File: config.mk
export PLATFORM = sky130hd
export DESIGN_NAME = avg_sched
export DESIGN_NICKNAME = d
export VERILOG_FILES = /design/src/rtl/avg_sched_pkg.sv /design/src/rtl/avg_sched_avg4_engine.sv /design/src/rtl/avg_sched.sv
export SDC_FILE = /design/constraint.sdc
export NUM_CORES = 1
export LEC_CHECK = 0
export ABC_AREA = 0
export CAP_MARGIN = 30
export CORE_MARGIN = 2
export CORE_UTILIZATION = 40
export CTS_CLUSTER_SIZE = 10
export DETAILED_ROUTE_END_ITERATION = 16
export PLACE_DENSITY = 0.62
export SETUP_SLACK_MARGIN = 0.1
export SYNTH_ARGS = -nofsm -noshare
export SYNTH_HDL_FRONTEND = slang
export SYNTH_SLANG_ARGS = --single-unit
File: constraint.sdc
create_clock -name clk -period 6.5 [get_ports clk]
set_clock_uncertainty 0.1 [all_clocks]
set_input_delay 0.65 -clock clk [delete_from_list [all_inputs] [get_ports clk]]
set_output_delay 0.65 -clock clk [all_outputs]
set_load 0.02 [all_outputs]
File: src/rtl/avg_sched_pkg.sv
// Shared types and defaults for the round-robin scheduler and its
// 4-sample averaging engine.
package avg_sched_pkg;

    localparam int DEF_W   = 8;
    localparam int DEF_NCH = 4;
    localparam int SUMW    = DEF_W + 2;

    typedef enum logic [1:0] {
        ST_IDLE,
        ST_COLLECT,
        ST_EMIT
    } state_e;

    // A 4-sample sum needs two extra bits to never overflow.
    function automatic int sum_width(input int w);
        return w + 2;
    endfunction

endpackage

File: src/rtl/avg_sched_avg4_engine.sv
// Shared datapath: four sample slots, truncated mean and |mean - s3|,
// with registered results captured on a strobe.
module avg4_engine
    import avg_sched_pkg::*;
#(
    parameter int W = DEF_W
) (
    input  logic         clk,
    input  logic         rst,
    input  logic         load_i,
    input  logic [1:0]   idx_i,
    input  logic [W-1:0] din_i,
    input  logic         capture_i,
    output logic [W-1:0] avg_o,
    output logic [W-1:0] diff_o
);

    localparam int SW = sum_width(W);

    logic [W-1:0]  s_q [4];
    logic [W-1:0]  s3;
    logic [SW-1:0] sum;
    logic [W-1:0]  avg_d;
    logic [W-1:0]  diff_d;
    logic [W-1:0]  avg_q;
    logic [W-1:0]  diff_q;

    // NOTE: the slot array is small, so it is reset like any other register;
    // a large RAM-style array would normally be left unreset.
    always_ff @(posedge clk or negedge rst) begin
        if (!rst) begin
            for (int i = 0; i < 4; i++) begin
                s_q[i] <= '0;
            end
        end else if (load_i) begin
            s_q[idx_i] <= din_i;
        end
    end

    // The last sample is taken straight from the input on its load cycle so
    // the result can be captured on the same edge that stores it.
    always_comb begin
        s3     = (load_i && (idx_i == 2'd3)) ? din_i : s_q[3];
        sum    = SW'(s_q[0]) + SW'(s_q[1]) + SW'(s_q[2]) + SW'(s3);
        avg_d  = sum[SW-1:2];
        diff_d = (avg_d >= s3) ? (avg_d - s3) : (s3 - avg_d);
    end

    always_ff @(posedge clk or negedge rst) begin
        if (!rst) begin
            avg_q  <= '0;
            diff_q <= '0;
        end else if (capture_i) begin
            avg_q  <= avg_d;
            diff_q <= diff_d;
        end
    end

    assign avg_o  = avg_q;
    assign diff_o = diff_q;

endmodule

File: src/rtl/avg_sched.sv
// Round-robin arbiter feeding NCH serial 4-sample bursts into one shared
// averaging engine; one result pulse per completed burst.
module avg_sched
    import avg_sched_pkg::*;
#(
    parameter int NCH = DEF_NCH,
    parameter int W   = DEF_W,
    parameter int CW  = $clog2(NCH)
) (
    input  logic             clk,
    input  logic             rst,
    input  logic [NCH-1:0]   req,
    input  logic [NCH*W-1:0] sample,
    output logic [NCH-1:0]   grant,
    output logic             busy,
    output logic             res_valid,
    output logic [CW-1:0]    res_ch,
    output logic [W-1:0]     res_avg,
    output logic [W-1:0]     res_diff
);

    state_e         state_q, state_d;
    logic [1:0]     beat_q, beat_d;
    logic [CW-1:0]  owner_q, owner_d;
    logic [CW-1:0]  rr_ptr_q, rr_ptr_d;
    logic [NCH-1:0] grant_q, grant_d;
    logic [CW-1:0]  res_ch_q, res_ch_d;

    logic           sel_found;
    logic [CW-1:0]  sel_ch;
    logic           load;
    logic           capture;
    logic [W-1:0]   owner_sample;

    function automatic logic [CW-1:0] wrap_add(input logic [CW-1:0] base, input int off);
        int c;
        c = int'(base) + off;
        if (c >= NCH) begin
            c = c - NCH;
        end
        return CW'(c);
    endfunction

    // Rotate-priority pick: first requester at or after rr_ptr.
    always_comb begin
        sel_found = 1'b0;
        sel_ch    = '0;
        for (int i = 0; i < NCH; i++) begin
            if (!sel_found && req[wrap_add(rr_ptr_q, i)]) begin
                sel_found = 1'b1;
                sel_ch    = wrap_add(rr_ptr_q, i);
            end
        end
    end

    assign owner_sample = sample[int'(owner_q)*W +: W];

    // NOTE: every signal gets its hold value first, so no path through the
    // case leaves one unassigned and no latch is inferred.
    always_comb begin
        state_d  = state_q;
        beat_d   = beat_q;
        owner_d  = owner_q;
        rr_ptr_d = rr_ptr_q;
        grant_d  = grant_q;
        res_ch_d = res_ch_q;
        load     = 1'b0;
        capture  = 1'b0;
        case (state_q)
            ST_IDLE: begin
                grant_d = '0;
                if (sel_found) begin
                    owner_d = sel_ch;
                    grant_d = {{(NCH-1){1'b0}}, 1'b1} << sel_ch;
                    beat_d  = 2'd0;
                    state_d = ST_COLLECT;
                end
            end
            ST_COLLECT: begin
                if (req[owner_q] && grant_q[owner_q]) begin
                    load   = 1'b1;
                    beat_d = beat_q + 2'd1;
                    if (beat_q == 2'd3) begin
                        grant_d  = '0;
                        capture  = 1'b1;
                        res_ch_d = owner_q;
                        state_d  = ST_EMIT;
                    end
                end
            end
            ST_EMIT: begin
                rr_ptr_d = wrap_add(owner_q, 1);
                state_d  = ST_IDLE;
            end
            default: begin
                state_d = ST_IDLE;
            end
        endcase
    end

    // NOTE: sequential state uses non-blocking assignments only, so every
    // register samples the pre-edge value of every other register.
    always_ff @(posedge clk or negedge rst) begin
        if (!rst) begin
            state_q  <= ST_IDLE;
            beat_q   <= 2'd0;
            owner_q  <= '0;
            rr_ptr_q <= '0;
            grant_q  <= '0;
            res_ch_q <= '0;
        end else begin
            state_q  <= state_d;
            beat_q   <= beat_d;
            owner_q  <= owner_d;
            rr_ptr_q <= rr_ptr_d;
            grant_q  <= grant_d;
            res_ch_q <= res_ch_d;
        end
    end

    avg4_engine #(.W(W)) u_engine (
        .clk       (clk),
        .rst       (rst),
        .load_i    (load),
        .idx_i     (beat_q),
        .din_i     (owner_sample),
        .capture_i (capture),
        .avg_o     (res_avg),
        .diff_o    (res_diff)
    );

    assign grant     = grant_q;
    assign busy      = (state_q != ST_IDLE);
    assign res_valid = (state_q == ST_EMIT);
    assign res_ch    = res_ch_q;

endmodule
* Yosys cells after proc, flatten, opt, wreduce, memory -nomap -nowiden
Cells that the tools add are included.
** Word-level totals
- Register bits :: 62
- Bits of input ports :: 38
- Output and inout port bits :: 24
** Operators by class
- Add/subtract/negate cells :: 15
- $lt $le $gt $ge :: 13
- Equality and inequality tests :: 6
- Shift operators :: 2
- Mux-type cells :: 46
- Bitwise operators :: 1
- Reduce and logical (&&, ||, !) cells :: 17
** Operators by type and width (number)
- bitwise mux 32 bit :: 1
- variable part select 32 x 6 -> 8 bit :: 1
- 2-to-1 mux 2 bit :: 14
- 2-to-1 mux 8 bit :: 3
- adder 10 x 8 -> 10 bit :: 2
- demux 8 bit (select 2 bit) :: 1
- subtractor 8 bit :: 2
- >= comparator 3 bit (second input constant) :: 5
- < comparator 2 x 3 -> 1 bit (second input constant) :: 5
- 2-to-1 mux 1 bit :: 15
- binary-select mux 1 bit (select 2 bit) :: 6
- 2-to-1 mux 4 bit :: 3
- AND reduction 3 bit :: 4
- subtractor 2 x 1 -> 2 bit (second input constant) :: 5
- adder 8 x 8 -> 9 bit :: 1
- >= comparator 8 bit :: 1
- one-hot mux 2 bit (2 select lines) :: 2
- one-hot mux 4 bit (2 select lines) :: 1
- adder 2 x 1 -> 3 bit (second input constant) :: 2
- adder 2 x 2 -> 3 bit (second input constant) :: 2
- logical AND 1 bit :: 6
- != test 2 bit (second input constant) :: 3
- == test 2 bit (second input constant) :: 2
- nonzero test 2 bit :: 2
- 9 further kinds :: 11

* Logic depth before layout (Yosys ltp)
Gate-level depths: netlist of the first run.
- Word-level depth :: 17
- Depth in mapped cells :: 27
- Mapped depth without buffers :: 25

* Modules after synthesis
Synthesis of the first run repeated with hierarchy kept, for this count alone.
** Unflattened totals
- Cells, all modules :: 406
- Area, all modules :: 4207.8 sq um
** By module, submodules not included
- avg4_engine :: times used 1, cells each 320, area each 3279.4 sq um
- avg_sched :: times used 1, cells each 86, area each 928.4 sq um

* Worst setup path after synthesis of the first run
Ideal clock, no wire load.
- Path kind :: input -> register
- Start :: input req[3]
- End :: register u_engine.diff_q[7] (netlist: u_engine.diff_o[7])
- Library setup time :: 126 ps
- Arrival time :: 5635 ps
- Required time :: 6274 ps
- Setup slack :: 639 ps
- Stages on the path :: 27
- Buffers on the path :: 2
- Cell sequence :: nand2_1 mux4_2 nor2b_2 nand2_4 inv_4 clkbuf_1 nand2_1 nand2_1 inv_1 fa_1 inv_1 ha_1 a31o_2 a21o_1 a21o_1 a21oi_1 xnor2_1 inv_1 ha_1 clkbuf_1 o21a_1 nor2_1 a311o_1 a211oi_1 nor3_1 a221oi_1 nand2_1
** On the way
- Longest elaborated chain between the ends :: 10
- Elaborated cells between the ends (all ways) :: 14
** Ends and longest elaborated chain
- from (decl) :: RTL line avg_sched.sv:12 : input logic [NCH-1:0] req,
- binary-select mux 1 bit (select 2 bit) (*) :: RTL line avg_sched.sv:80 : if (req[owner_q] && grant_q[owner_q]) begin
- 2-to-1 mux 1 bit (not written as such) (*) :: RTL line avg_sched.sv:80
- logical AND 1 bit (*) :: RTL line avg_sched.sv:80
- 2-to-1 mux 1 bit (*) :: RTL line avg_sched.sv:80
- 2-to-1 mux 1 bit (*) :: RTL line avg_sched.sv:69 : case (state_q)
- logical AND 1 bit (*) :: RTL line avg_sched_avg4_engine.sv:43 : s3 = (load_i && (idx_i == 2'd3)) ? din_i : s_q[3];
- 2-to-1 mux 8 bit (*) :: RTL line avg_sched_avg4_engine.sv:43
- adder 10 x 8 -> 10 bit (*) :: RTL line avg_sched_avg4_engine.sv:44 : sum = SW'(s_q[0]) + SW'(s_q[1]) + SW'(s_q[2]) + SW'(s3);
- net u_engine.sum[6] :: RTL line avg_sched_avg4_engine.sv:22 : logic [SW-1:0] sum;
- subtractor 8 bit / >= comparator 8 bit (equally long branches) :: RTL line avg_sched_avg4_engine.sv:46 : diff_d = (avg_d >= s3) ? (avg_d - s3) : (s3 - avg_d);
- 2-to-1 mux 8 bit (*) :: RTL line avg_sched_avg4_engine.sv:46
- to (signal assigned) :: RTL line avg_sched_avg4_engine.sv:55 : diff_q <= diff_d;
- to (decl) :: RTL line avg_sched_avg4_engine.sv:26 : logic [W-1:0] diff_q;
The timed path passes the listed nets; every way through them passes the cells marked *. The select of a mux whose other input is x is not followed.
A chain may end at the register's enable or synchronous reset.

* Final worst setup path of the first run
- Start :: input req[2]
- End :: register u_engine.diff_q[7] (netlist: u_engine.diff_o[7])
The elaborated chain is that of the path after synthesis.

==> metrics.txt, run 1 <==
hold buffer count at CTS 0; Slew Viols, Final 0; First DRT Iteration DRCs 159; commonest non-fill, non-tap cell in the layout nand2_1; share of cells above drive strength 1 13.8%; Root Buffer clkbuf_8; Congestion Overflow GR 0; Detail Placement HPWL between 7000 and 8000 um; global-route wire length before repair 16100 um; Pleak 0.00259 uW; synthesized instance count 427; worst r2r src grant[2]; crit path max-delay cell type clkdlybuf4s50_1; Layout area overhead 24.6%; vias in the first global route 3449; crit path kind in -> reg; Total Power 773 uW; DRC Markers 0; CORE AREA 10300 sq um; fin crit share 93.5%; Worst R2R Path Depth 24; total negative slack 0 ps; most frequent CP cell nand2_1; Post-synth EDFFs 0; post-cts sizing count 0; CTS tree built; initial antenna violation count 0; post-route ant nets 0; synth warn 0; max-cap violation count 0; worst skew pair latency 340 ps; status completed; Syn Area/Cell ~9.8 sq um; # IOs 62; Crit path required time between 6000 and 7000 ps; final WL 9220 um; Reg2Reg Capture Point u_engine.diff_o[7]; Die Y 107 um; ys flop type dfrtp_1; chip width between 100 and 150 um; crit-path max cell delay between 500 and 600 ps; Seq cells post-synth 62; RSZ-0062 raised after global routing false; Data arrival, critical path 6210 ps; Post-Syn Area ~4200 sq um; Num CTS Buffers 9; Clock Path Buffers 2; routed len/inst between 10 and 15 um; Max IR drop VDD 0.0000918 V; Worst-Margin Slew 798 ps; # clock sinks 62; post-CTS setup buffer count 0; vias 3287; fin util 51.0%; relative slew slack 46.8%; Crit Path Max Fanout 10; pin count of the biggest net entering global routing 63; R2R setup slack 860 ps; final setup violation count 0; Startpoint Class primary input; die area 11300 sq um; distinct cell type count after synthesis 50; Tmin final 6080 ps; Fin. Hold Viols 0; Starting Density 40.9%; PD cells ~150 nW/um^2; CP endpoint kind register; GRT Util Overall 18.0%; IO Port Bufs ~60; most frequent cells in the layout nand2_1, dfrtp_1, clkdlybuf4s50_1; vias per inst around 5.1; share of flip-flops with an asynchronous set or reset between 90% and 100%; Mapped Nets 510; post-synthesis sequential area ratio 36.9%; routability cong. 0.909; worst hold path type in -> async; clock slew seen by the registers of the worst setup and hold paths 80 ps; final net count between 500 and 600; H-tree levels 3; FP Rows 37; f_max around 160 MHz; Ant. Diodes 0; DR pass1 iterations 4
-- where the power goes --
part / switching (uW) / total, uW / leakage (uW) / internal [uW]
clock network: 170 / 347 / 0.0000879 / 178
logic: 16.0 / 40.0 / 0.00164 / 24.0
registers: 0 / 385 / 0.000861 / 385
total: 186 / 773 / 0.00259 / 587
-- critical path: cells and delay by family --
family	cells	cell delay, ps
fa+ha+maj	3	1200
compound gates	7	1920
buf+inv	5	880
xor+xnor	1	190
simple gates	8	840
mux	1	530
-- per-stage QoR --
step	worst slack (ps)	std cells	hold WS (ps)	cell area, sq um
after floorplan	639	427	254	4210
after global placement	273	628	353	5040
after detailed placement	83.3	628	359	5040
after CTS	440	644	378	5240
after global routing	130	644	400	5240
final	425	644	363	5240
-- cell type report --
type	count	area, sq um
clock buffers	9	124
repair buffers	73	696
well taps	136	170
fillers	979	5040
clock inverters	7	73.8
inverters	49	188
multi-input cells	308	2440
flip-flops and latches	62	1550
-- per-layer routing --
layer | GRT usage [%] | share of wire, % | up-vias
met5 | 0 | 0 | -
met4 | 4.64 | 1.0 | 0
met3 | 4.54 | 3.7 | 8
met2 | 30.4 | 48 | 70
met1 | 23.0 | 48 | 1581
li1 | - | - | 1628
-- cell usage after synthesis (3+ instances only) --
cell | n | area, sq um
inv_1 | 47 | 176
a22o_1 | 4 | 35.0
o21a_1 | 5 | 37.5
mux2i_1 | 5 | 50.1
mux4_2 | 9 | 203
nand2_1 | 76 | 285
o31a_1 | 3 | 26.3
xor2_1 | 4 | 35.0
fa_1 | 11 | 220
a21oi_1 | 15 | 75.1
nor2_1 | 10 | 37.5
ha_1 | 34 | 425
a211oi_1 | 3 | 22.5
dfrtp_1 | 62 | 1550
clkbuf_1 | 7 | 26.3
o21ai_0 | 32 | 160
nor2b_1 | 3 | 18.8
xnor2_1 | 12 | 105
nor4_1 | 5 | 31.3
mux2_2 | 24 | 270
nor3_1 | 7 | 35.0
and3_1 | 3 | 18.8
a21o_1 | 11 | 82.6
nand2b_1 | 5 | 31.3
-- sequential cells by signal, summed over array words and instances (netlist names) --
register	flops
beat_q	2
grant	4
owner_q	2
res_ch	2
rr_ptr_q	2
state_q	2
u_engine.avg_o	8
u_engine.diff_o	8
u_engine.s_q	32
-- cells by family after synthesis --
kind of cell / Yosys count / share of synthesized area (%)
xor+xnor: 16 / 3.33
simple gates: 118 / 12.6
compound gates: 91 / 14.2
buf+inv: 57 / 5.18
fa+ha+maj: 45 / 15.4
mux: 38 / 12.4
flops: 62 / 36.9
-- how the worst max path moves through the flow --
stage / from / to / slack [ps]
5_1_grt: req[1] / u_engine.diff_o[6] / 130
6_report: req[2] / u_engine.diff_o[7] / 420
3_5_place_dp: req[1] / u_engine.diff_o[7] / 80
3_3_place_gp: req[2] / u_engine.diff_o[7] / 270
4_1_cts: req[1] / u_engine.diff_o[7] / 440
2_1_floorplan: req[3] / u_engine.diff_o[7] / 640
Note: power is estimated with default switching activity, not from simulation.
==> run 2: changes to the inputs <==
--- a/config.mk
+++ b/config.mk
@@ -6,7 +6,6 @@
 export NUM_CORES = 1
 export LEC_CHECK = 0
 export ABC_AREA = 0
-export CAP_MARGIN = 30
 export CORE_MARGIN = 2
 export CORE_UTILIZATION = 40
 export CTS_CLUSTER_SIZE = 10
==> results of run 2 <==
The final DEF is identical to that of run 1; final timing and power are the same.
==> variant 1 (settings of run 2) <==
Encoding of `state_e`: now one-hot (3 bits for 3 states).
--- a/src/rtl/avg_sched_pkg.sv
+++ b/src/rtl/avg_sched_pkg.sv
@@ -6,10 +6,10 @@
     localparam int DEF_NCH = 4;
     localparam int SUMW    = DEF_W + 2;
 
-    typedef enum logic [1:0] {
-        ST_IDLE,
-        ST_COLLECT,
-        ST_EMIT
+    typedef enum logic [2:0] {
+        ST_IDLE    = 3'b001,
+        ST_COLLECT = 3'b010,
+        ST_EMIT    = 3'b100
     } state_e;
 
     // A 4-sample sum needs two extra bits to never overflow.
Behaviour: same outputs for any inputs over 4 cycles, from zero or initial values and one cycle with rst low; so few cycles prove little.
==> variant 1 against run 2 <==
Utilization increased by 0.56 points. Worst setup slack improved by 0.021 ns. Routed wire length increased by 7.4%. Cell area increased by 2.0%. Sequential cell count increased by 1. Maximum frequency increased by 0.34%. Critical path depth decreased by 3. Via count increased by 2.7%. First-iteration DRC count decreased by 40%. Area after synthesis increased by 2.4%. Largest cell class unchanged. Hold slack improved by 0.012 ns.
Power is left out: it rests on default switching activity, and per cell area and clock period it moved more than threefold.
==> variant 1: results (changes against run 2) <==
outcome=finished clean (unchanged); routed wire length=9900 um (was 9220 um); Post-Synthesis Net Count=514 (was 510); vias in the first global route=3499 (was 3449); maximum clock insertion buffer count=2 (unchanged); crit path from=req[3] (was req[2]); Distinct cells, synth=54 (was 50); # fillers=961 (was 979); Final GP Congestion=0.871 (was 0.909); Routed Antenna Nets=0 (unchanged); CP Data Arrival Time=6.16 ns (was 6.21 ns); Final HPWL DP=7690 um (was 7250 um); drt first-iter violations=96 (was 159); IO buf count=61 (unchanged); Synth async-reset ratio=1.00 (unchanged); register-to-register setup slack=0.73 ns (was 0.86 ns); share of cells above drive strength 1=0.145 (was 0.138); Slew Limit Headroom=0.456 (was 0.468); routed via count=3377 (was 3287); clock root buffer=clkbuf_8 (unchanged); Synth area leaders=dfrtp_1, ha_1, mux2_2 (was dfrtp_1, ha_1, nand2_1); fin nets=588 (was 586); Avg Cell Area, Syn=9.99 um^2 (was 9.85 um^2); first-pass GRT wire length=16900 um (was 16100 um); ant diodes=0 (unchanged); worst reg2reg path startpoint=owner_q[0]$_DFFE_PN0P_ (was grant[2]$_DFFE_PN0P_); initial antenna violation count=0 (unchanged); most frequent cells after synthesis=dfrtp_1, nand2_1, inv_1 (was nand2_1, dfrtp_1, inv_1); Final setup viols=0 (unchanged); Setup crit end=u_engine.diff_o[4]$_DFFE_PN0P_ (was u_engine.diff_o[7]$_DFFE_PN0P_); Slowest cell on crit path=mux4_2 (was clkdlybuf4s50_1); slowest stage delay, CP=0.55 ns (about the same); post-CTS setup buffer count=0 (unchanged); sequential area share after synthesis=0.366 (was 0.369); crit-path max FO=7 (was 10); Worst R2R Path Depth=20 (was 24); pin count of the biggest net entering global routing=64 (was 63); GR Util All Layers=0.187 (was 0.180)
==> variant 1: cell types whose count changed in the layout (fill, tap and decap cells not counted), sizes merged, moves of 5 or more <==
| cell | before | now |
|---|---|---|
| and2 | 1 | 9 |
| nand2 | 77 | 66 |
| nor3 | 8 | 3 |
| nor4 | 5 | 0 |
==> variant 1: metal layers <==
layer / up-vias / global-route usage / share of wire
met5: - / 0 / 0
met2: 76 / 0.326 / 0.49
met4: 0 / 0.0467 / 0.0075
met1: 1648 / 0.239 / 0.46
li1: 1640 / - / -
met3: 13 / 0.0339 / 0.037
==> variant 1: cells by family (layout without fill, tap and decap cells) <==
| kind of cell | count (synthesis) | count (layout) | synth area share |
|---|---|---|---|
| simple gates | 115 | 115 | 0.125 |
| compound gates | 91 | 91 | 0.142 |
| flops | 63 | 63 | 0.366 |
| buf+inv | 63 | 142 | 0.0567 |
| fa+ha+maj | 45 | 45 | 0.150 |
| mux | 40 | 40 | 0.132 |
| xor+xnor | 14 | 14 | 0.0285 |
==> variant 1: cell type report <==
| cell class | instances | area, um^2 | area share |
|---|---|---|---|
| Multi-Input combinational cell | 305 | 2490 | 0.466 |
| Sequential cell | 63 | 1580 | 0.295 |
| Timing Repair Buffer | 74 | 703 | 0.132 |
| Inverter | 52 | 198 | 0.0370 |
| Tap cell | 136 | 170 | 0.0318 |
| Clock buffer | 12 | 135 | 0.0253 |
| Clock inverter | 4 | 70.1 | 0.0131 |
==> variant 1: stage by stage <==
stage	hold WS, ns	area [um^2]	utilization	std cells	setup WS, ns
after global routing	0.390	5340	0.515	646	0.115
after CTS	0.376	5340	0.515	646	0.407
after detailed placement	0.357	5130	0.495	630	0.0616
final	0.375	5340	0.515	646	0.445
after global placement	0.352	5130	0.495	630	0.0686
after floorplan	0.254	4310	-	431	0.663
==> variant 2 (flow settings as in run 2) <==
Made on the original files. Set the package constant `DEF_NCH` to 2 (it was 4).
--- a/src/rtl/avg_sched_pkg.sv
+++ b/src/rtl/avg_sched_pkg.sv
@@ -3,7 +3,7 @@
 package avg_sched_pkg;
 
     localparam int DEF_W   = 8;
-    localparam int DEF_NCH = 4;
+    localparam int DEF_NCH = 2;
     localparam int SUMW    = DEF_W + 2;
 
     typedef enum logic [1:0] {
Ports: changed (resized grant, req, res_ch and sample); port bits go from 62 to 41. The function was not compared with the original's and may differ.
==> variant 2 against run 2 <==
First-iteration DRC count fell by 60%. Synthesized cell count fell by 5.2%. Area after synthesis fell by 11%. Critical path depth fell by 6. Routed wire length fell by 19%. Cell area fell by 15%. Hold slack got worse by 0.011 ns. Sequential cell count fell by 5. Global-route usage fell by 2.1 points. Worst setup slack improved by 0.32 ns. Critical endpoint is now u_engine.diff_o[5]$_DFFE_PN0P_. Largest cell class unchanged.
Power is left out: the tool's default activity adds up to more than one toggle a clock period on the data nets, which glitch-free logic cannot reach.
==> variant 2: results (changes against run 2) <==
pin count of the biggest net entering global routing=58 (was 63); Vias/cell=5.01 (was 5.10); drt first-iter violations=63 (was 159); first-pass GRT wire length=12800 um (was 16100 um); H-tree levels=3 (unchanged); Syn Inst Count=405 (was 427); vias in the first global route=2764 (was 3449); Placed Area=0.00426 mm^2 (was 0.00504 mm^2); crit path from=req[1] (was req[2]); Setup crit end=u_engine.diff_o[5]$_DFFE_PN0P_ (was u_engine.diff_o[7]$_DFFE_PN0P_); sequential area share after synthesis=0.382 (was 0.369); CTS resizes=0 (unchanged); Final HPWL DP=5770 um (was 7250 um); worst reg2reg path startpoint=owner_q$_DFFE_PN0P_ (was grant[2]$_DFFE_PN0P_); most frequent cells after synthesis=nand2_1, o21ai_0, dfrtp_1 (was nand2_1, dfrtp_1, inv_1); GR Util All Layers=0.159 (was 0.180); Post-Synthesis Net Count=471 (was 510); Worst-Margin Slew=0.709 ns (was 0.798 ns); DR pass1 iterations=5 (was 4); ant diodes=0 (unchanged); dpl ws=0.400 ns (was 0.0833 ns); Final GP Congestion=0.849 (was 0.909); Worst R2R Path Depth=19 (was 24); crit-path max FO=33 (was 10); Slowest cell on crit path=o211ai_4 (was clkdlybuf4s50_1); Synth area leaders=dfrtp_1, ha_1, o21ai_0 (was dfrtp_1, ha_1, nand2_1); share of cells above drive strength 1=0.0639 (was 0.138); fin nets=515 (was 586); final cell count without fillers=565 (was 644); clock-pin transition on the worst setup and hold timing paths=0.07 ns; WHS=0.352 ns (was 0.363 ns); register-to-register setup slack=0.82 ns (was 0.86 ns); placed cell count=549 (was 628); Distinct cells, synth=51 (was 50); outcome=finished clean (unchanged); routed wire length=7450 um (was 9220 um); IO buf count=40 (was 61); CP Data Arrival Time=5.87 ns (was 6.21 ns); fin crit period=5.75 ns (was 6.08 ns); slowest stage delay, CP=0.50 ns (was 0.55 ns)
variant 2: logic make-up (layout without fill, tap and decap cells):
family | Yosys count | after routing | synth area share
AOI/OAI and AO/OA | 117 | 117 | 0.191
and+or+nand+nor | 100 | 100 | 0.117
buffers and inverters | 54 | 103 | 0.0572
xor gates and xnor gates | 17 | 17 | 0.0398
muxes | 14 | 14 | 0.0378
DFF | 57 | 57 | 0.382
adders and majority gates | 46 | 46 | 0.176
variant 2: layout make-up:
cell class	count	area, um^2
sequential	57	1430
tap	111	139
inverter	43	161
multi-input combinational	294	2110
clock buffer	11	151
fill	884	4680
timing repair buffer	44	425
clock inverter	5	62.6
variant 2: per-layer routing:
metal | GRT usage | vias to the layer above | share of wire | wire [um]
li1 | - | 1456 | - | -
met1 | 0.210 | 1312 | 0.47 | 3540
met2 | 0.263 | 52 | 0.48 | 3560
met3 | 0.0381 | 12 | 0.036 | 266
met4 | 0.0400 | 0 | 0.012 | 86
met5 | 0 | - | 0 | 0
